**src/rtl/serial_subtractor_4bit.sv**
```systemverilog
// Bit-serial 5-bit subtractor: recovers num2 = sum - num1 one bit per clock through a single
// full-subtractor cell, flagging differences that no 4-bit + 4-bit addition could produce.
module serial_subtractor_4bit (
  input  logic       clk,
  input  logic       rst,
  input  logic       start,
  input  logic [4:0] sum,
  input  logic [3:0] num1,
  output logic       busy,
  output logic       done,
  output logic [3:0] num2,
  output logic       err
);

  typedef enum logic [1:0] {StIdle, StRun, StDone} state_e;

  state_e     state_q;
  logic [4:0] a_q;
  logic [4:0] b_q;
  logic [4:0] d_q;
  logic       borrow_q;
  logic [2:0] cnt_q;

  logic       diff_bit;
  logic       borrow_d;
  logic [4:0] d_d;

  // Full-subtractor cell on the current LSBs; result enters the top of the shift register.
  always_comb begin
    diff_bit = a_q[0] ^ b_q[0] ^ borrow_q;
    borrow_d = (~a_q[0] & b_q[0]) | (~(a_q[0] ^ b_q[0]) & borrow_q);
    d_d      = {diff_bit, d_q[4:1]};
  end

  always_ff @(posedge clk) begin
    if (rst) begin
      state_q  <= StIdle;
      a_q      <= '0;
      b_q      <= '0;
      d_q      <= '0;
      borrow_q <= 1'b0;
      cnt_q    <= '0;
      busy     <= 1'b0;
      done     <= 1'b0;
      num2     <= '0;
      err      <= 1'b0;
    end else begin
      unique case (state_q)
        StIdle, StDone: begin
          done <= 1'b0;
          if (start) begin
            state_q  <= StRun;
            a_q      <= sum;
            b_q      <= {1'b0, num1};
            d_q      <= '0;
            borrow_q <= 1'b0;
            cnt_q    <= '0;
            busy     <= 1'b1;
          end else begin
            state_q <= StIdle;
            busy    <= 1'b0;
          end
        end
        StRun: begin
          a_q      <= a_q >> 1;
          b_q      <= b_q >> 1;
          d_q      <= d_d;
          borrow_q <= borrow_d;
          cnt_q    <= cnt_q + 3'd1;
          if (cnt_q == 3'd4) begin
            // Final borrow means negative; bit 4 set means the result exceeds 15.
            state_q <= StDone;
            busy    <= 1'b0;
            done    <= 1'b1;
            num2    <= d_d[3:0];
            err     <= borrow_d | d_d[4];
          end
        end
        default: begin
          state_q <= StIdle;
          busy    <= 1'b0;
          done    <= 1'b0;
        end
      endcase
    end
  end

endmodule

```
**config.mk**
```make
export PLATFORM = sky130hd
export DESIGN_NAME = serial_subtractor_4bit
export DESIGN_NICKNAME = d
export VERILOG_FILES = /design/src/rtl/serial_subtractor_4bit.sv
export SDC_FILE = /design/constraint.sdc
export NUM_CORES = 1
export LEC_CHECK = 0
export ABC_AREA = 0
export BUFFER_PORTS_ARGS = -buffer_cell sky130_fd_sc_hd__buf_2
export CAP_MARGIN = 0
export CORE_UTILIZATION = 45
export CTS_BUF_LIST = sky130_fd_sc_hd__clkbuf_4 sky130_fd_sc_hd__clkbuf_8
export DETAILED_ROUTE_END_ITERATION = 10
export GPL_TIMING_DRIVEN = 1
export PLACE_DENSITY = 0.66
export SYNTH_ARGS = -nofsm -noshare
export SYNTH_HDL_FRONTEND = slang
export SYNTH_SLANG_ARGS = --single-unit
```
**constraint.sdc**
```tcl
create_clock -name clk -period 1.4 [get_ports clk]
set_input_delay 0.28 -clock clk [delete_from_list [all_inputs] [get_ports clk]]
set_output_delay 0.28 -clock clk [all_outputs]
set_load 0.005 [all_outputs]
```
## After elaboration in Yosys (flattened, before gate mapping)

Cells that the tools add are included.

- Logic and storage cells: 47
- Bits in registers: 28
- Output and inout port bits: 7
- Input bits: 12

- Reduce and logical (&&, ||, !) cells: 6
- Bitwise gates (word level): 9
- $add $sub $neg: 1
- Eq/ne operators: 5
- Multiplexer cells: 16

Operator list:

| cell | count |
|---|---|
| $pmux 5 s2 | 3 |
| $mux 5 | 3 |
| $pmux 3 s2 | 1 |
| $mux 1 | 4 |
| $ne 2x2->1 const B | 2 |
| $pmux 1 s2 | 2 |
| $pmux 2 s2 | 1 |
| $reduce_and 2->1 | 2 |
| $reduce_or 2->1 | 2 |
| $add 3x1->3 const B | 1 |
| $eq 3x3->1 const B | 1 |
| $mux 3 | 1 |
| $not 1->1 | 3 |
| $and 1x1->1 | 2 |
| $eq 2x1->1 const B | 1 |
| $eq 2x2->1 const B | 1 |
| $logic_not 2->1 | 1 |
| $mux 2 | 1 |
| $or 1x1->1 | 2 |
| $reduce_bool 2->1 | 1 |
| $xor 1x1->1 | 2 |

## Longest topological paths before layout

- Depth after elaboration: 5
- Gate-level depth with buffers: 5
- Depth with buffers taken out: 5

## Least setup slack after synthesis

OpenSTA, ideal clock, no wires.

- Kind: reg2reg
- From: register a_q[0]
- To: register err
- Stages on the path, launching flop included: 5
- Setup slack: 0.170 ns
- Data required time: 1.266 ns
- Arrival time: 1.096 ns
- Period minus slack after synthesis: 1.230 ns
- Library setup time: 0.134 ns
- Path buffers: 0
- Cells stage by stage: dfxtp_1 inv_1 fa_1 nor3b_1 nor3_1

- Longest elaborated chain between the ends: 5
- Elaborated cells between the ends (all ways): 8
- Those cells by class: 8 x bitwise

Ends and longest elaborated chain:

| item | line | text |
|---|---|---|
| start, declared | 18 | `logic [4:0] a_q;` |
| start signal, assigned | 53 | `a_q <= sum;` |
| start signal, assigned | 65 | `a_q <= a_q >> 1;` |
| $xor 1x1->1 | 30, 31 |  |
| $not 1->1 | 31 | `borrow_d = (~a_q[0] & b_q[0]) \| (~(a_q[0] ^ b_q[0]) & borrow_q);` |
| $and 1x1->1 | 31 |  |
| $or 1x1->1 | 31 |  |
| $or 1x1->1 (*) | 76 | `err <= borrow_d \| d_d[4];` |
| end signal, assigned | 76 |  |
| end, declared | 12 | `output logic err` |

Every way passes the cells marked *; elsewhere a longest branch is shown, timed or not.
A chain may end at the register's enable or synchronous reset.

## Worst setup path in the final report

- From: register state_q[0]
- To: register cnt_q[2]

- Longest elaborated chain between the ends: 4
- Elaborated cells between the ends (all ways): 8
- Those cells by class: 3 x eq/ne; 1 x mux; 4 x reduce/logical

Ends and longest elaborated chain:

| item | line | text |
|---|---|---|
| start, declared | 17 | `state_e state_q;` |
| start signal, assigned | 37 | `state_q <= StIdle;` |
| start signal, assigned | 52 | `state_q <= StRun;` |
| start signal, assigned | 60 | `state_q <= StIdle;` |
| $eq 2x2->1 / $logic_not 2->1 (equally long branches) | 48 | `unique case (state_q)` |
| $reduce_or 2->1 | 48 |  |
| $ne 2x2->1 (no source line) / $reduce_bool 2->1 (equally long branches) | n/a |  |
| $reduce_and 2->1 (no source line) | n/a |  |
| end signal, assigned | 69 | `cnt_q <= cnt_q + 3'd1;` |
| end, declared | 22 | `logic [2:0] cnt_q;` |

Parallel ways exist; a longest one is shown, timed or not.

==> reports/summary.txt <==
Status -> completed
Kind of cell adding the most delay to the critical path -> flip-flops
Hold Violations, Final -> 0
Vias per cell -> 5.24
Leakage -> 0.000510 uW
Logic pwr share -> 0.136
FF+latch count, synth -> 25
Port Buffers -> 18
Synthesis Warnings -> 0
CTS buffer count -> 3
Fmax achieved -> 773 MHz
Final design area excluding fillers -> 1210 sq um
Worst Reg-to-Reg Cells -> 3
CP max stage delay -> 0.41 ns
Top-Level Pins -> 19
Number of post-CTS setup repair buffers -> 0
CTS sink cnt -> 25
Ant. Diodes -> 0
Drt first-iter violations -> 14
H-tree Lvls -> 1
Period utilisation layout -> 0.925
Starting Density -> 0.481
Post-layout min period -> 1.29 ns
Synth cell types -> 23
CTS tree -> built
Synth Cell Area -> 1060 sq um
Antenna violations before repair -> 0
Post-synthesis average cell area -> 8.80 sq um
Worst Hold End -> b_q[3]
DR WL/cell -> 11.7 um
Max Transition Viols Final -> 0
Row cnt -> 17
Reg2Reg Capture Point -> cnt_q[2]
Element type at the critical path start -> flop
Final wirelength -> 1910 um
Total Power -> 1290 uW
HPWL Detailed -> 1300 um
Worst path buffer plus inverter count -> 0
Drt pass-1 iters -> 4
Worst min path class -> in -> reg
Post-route ant nets -> 0
Register area share after synthesis -> 0.470
Crit path DAT -> 1.55 ns
Placer Congestion -> 0.771
Nets@finish -> 152
Global-route wire length before repair -> 3240 um
Layout cells sized above 1 -> 0.228
Worst r2r src -> state_q[0]
Worst reg2reg setup slack -> 0.11 ns
Largest net degree at the start of global routing -> 26
Vias -> 860
Clock Power Share -> 0.268
Required @ worst endpoint -> 1.66 ns
Placeable core area -> 2210 sq um
Clock Latency Late Sink -> 0.34 ns
Filler cells -> 207
# DRC -> 0
Die height -> 50.6 um
Worst hold start -> num1[3]
CP max-delay cell -> dfxtp_2
Unrepaired setup endpoints after global routing -> false
Post-Syn Nets -> 136
CTS clk-pin slew, worst paths -> 0.16 ns
Slew headroom -> 0.694
Hold depth -> 3
Die Area -> 2560 sq um
Vias in the first global route -> 763
Total congestion overflow -> 0
WS Path Type -> reg -> reg
Area Overhead vs Synth -> 13.6%
Cells after Synth -> 121
Die W -> 50.6 um
Clk buf depth -> 2
Register share of total power -> 0.595
Root buf cell -> clkbuf_4
Worst setup EP type -> flop
Worst-path fanout max -> 11
Critical path origin -> state_q[0]
Net Switching -> 358 uW
Max-cap violation count -> 0
Final setup fails -> 0
Setup_tns -> 0 ns
Peak VDD IR -> 0.700 mV
Sw Ratio -> 0.277
Total global-route track usage -> 0.172
Slew of the pin with the lowest slew margin -> 0.459 ns
Worst-case clock skew -> 0.0157 ns
Placed inst area -> 1160 sq um
Pwr/cell area -> 1070 nW/um^2
CP Cell Sequence -> and2b_1, mux2_4, a211oi_2
Int Pwr -> 932 uW
tightest hold or removal path, cell delays in order:
cell and delay [ns]:
buf_2 0.09, nand2_1 0.04, a21oi_1 0.05
stage by stage:
step / worst slack, ns / instances / util / hold slack (ns)
3_3_place_gp: 0.133 / 160 / 0.527 / 0.459
6_report: 0.106 / 164 / 0.547 / 0.155
4_1_cts: 0.0610 / 164 / 0.540 / 0.152
3_5_place_dp: 0.0913 / 160 / 0.527 / 0.458
5_1_grt: 0.0202 / 164 / 0.547 / 0.163
2_1_floorplan: 0.170 / 121 / - / 0.416
cell type report:
type	instances	area, sq um	share of cell area
multi-input cells	83	507	0.419
flip-flops and latches	25	502	0.415
repair buffers	21	125	0.103
well taps	28	35.0	0.0290
clock buffers	3	22.5	0.0186
inverters	3	11.3	0.00931
clock inverters	1	7.51	0.00620
cells in the mapped netlist:
cell type,instances,share of area
a211oi_2,1,0.012
a21oi_1,12,0.056
a311oi_1,6,0.049
a311oi_2,1,0.014
and2b_1,1,0.0071
buf_2,3,0.014
buf_4,3,0.021
buf_6,1,0.011
clkbuf_1,3,0.011
dfxtp_1,25,0.47
fa_1,1,0.019
ha_1,2,0.023
inv_1,3,0.011
mux2_4,1,0.014
mux2i_1,4,0.038
nand2_1,23,0.081
nand2b_1,3,0.018
nand3_1,9,0.042
nand4b_2,1,0.014
nor2_1,12,0.042
nor2b_1,2,0.012
nor3_1,3,0.014
nor3b_1,1,0.0071
layout by cell type (no fill, tap or decap), drive strengths merged, types with 4 or more instances in the layout:
cell type  Yosys  routed
a311oi         7       7
nor2          12      12
mux2i          4       4
a21oi         12      12
nand2         23      23
nand3          9       9
buf            7      21
dfxtp         25      25
power by group through the flow:
stage                     logic (uW)  registers [uW]  clock network (uW)
final                            176             768                 346
after global placement           171             781                   0
after global routing             197             774                 379
after floorplan                  137             777                   0
after CTS                        175             767                 352
after detailed placement         175             783                   0
state kept, by name, indices dropped and copies added, names as in the netlist:
signal and cells:
a_q 5, b_q 4, d_q 4, num2 4, cnt_q 3, state_q 2, borrow_q 1, done 1
err 1
metal layers:
layer | routed length, um | vias to the layer above | global-route usage
li1 | - | 437 | -
met1 | 882 | 399 | 0.218
met2 | 919 | 20 | 0.273
met3 | 73 | 4 | 0.0303
met4 | 37 | 0 | 0.0972
met5 | 0 | - | 0
logic make-up (layout without fill, tap and decap cells):
kind of cell | Yosys count | count (layout) | synth area share
buffers and inverters | 13 | 28 | 0.0670
and+or+nand+nor | 55 | 55 | 0.237
AOI/OAI and AO/OA | 20 | 20 | 0.132
muxes | 5 | 5 | 0.0517
DFF | 25 | 25 | 0.470
adders and majority gates | 3 | 3 | 0.0423
worst max path at each step:
| stage | end | slack, ns | cells after the start |
|---|---|---|---|
| after CTS | cnt_q[2] | 0.06 | 3 |
| after global routing | err | 0.02 | 5 |
| after global placement | cnt_q[2] | 0.13 | 3 |
| final | cnt_q[2] | 0.11 | 3 |
| after detailed placement | err | 0.09 | 4 |
| after floorplan | err | 0.17 | 4 |
what timing repair did:
action	4_1_cts	5_1_grt
hold buffers	0	0
resized for setup	0	3
setup endpoints to repair	0	2
No activity file was read; power rests on OpenSTA's default activity.
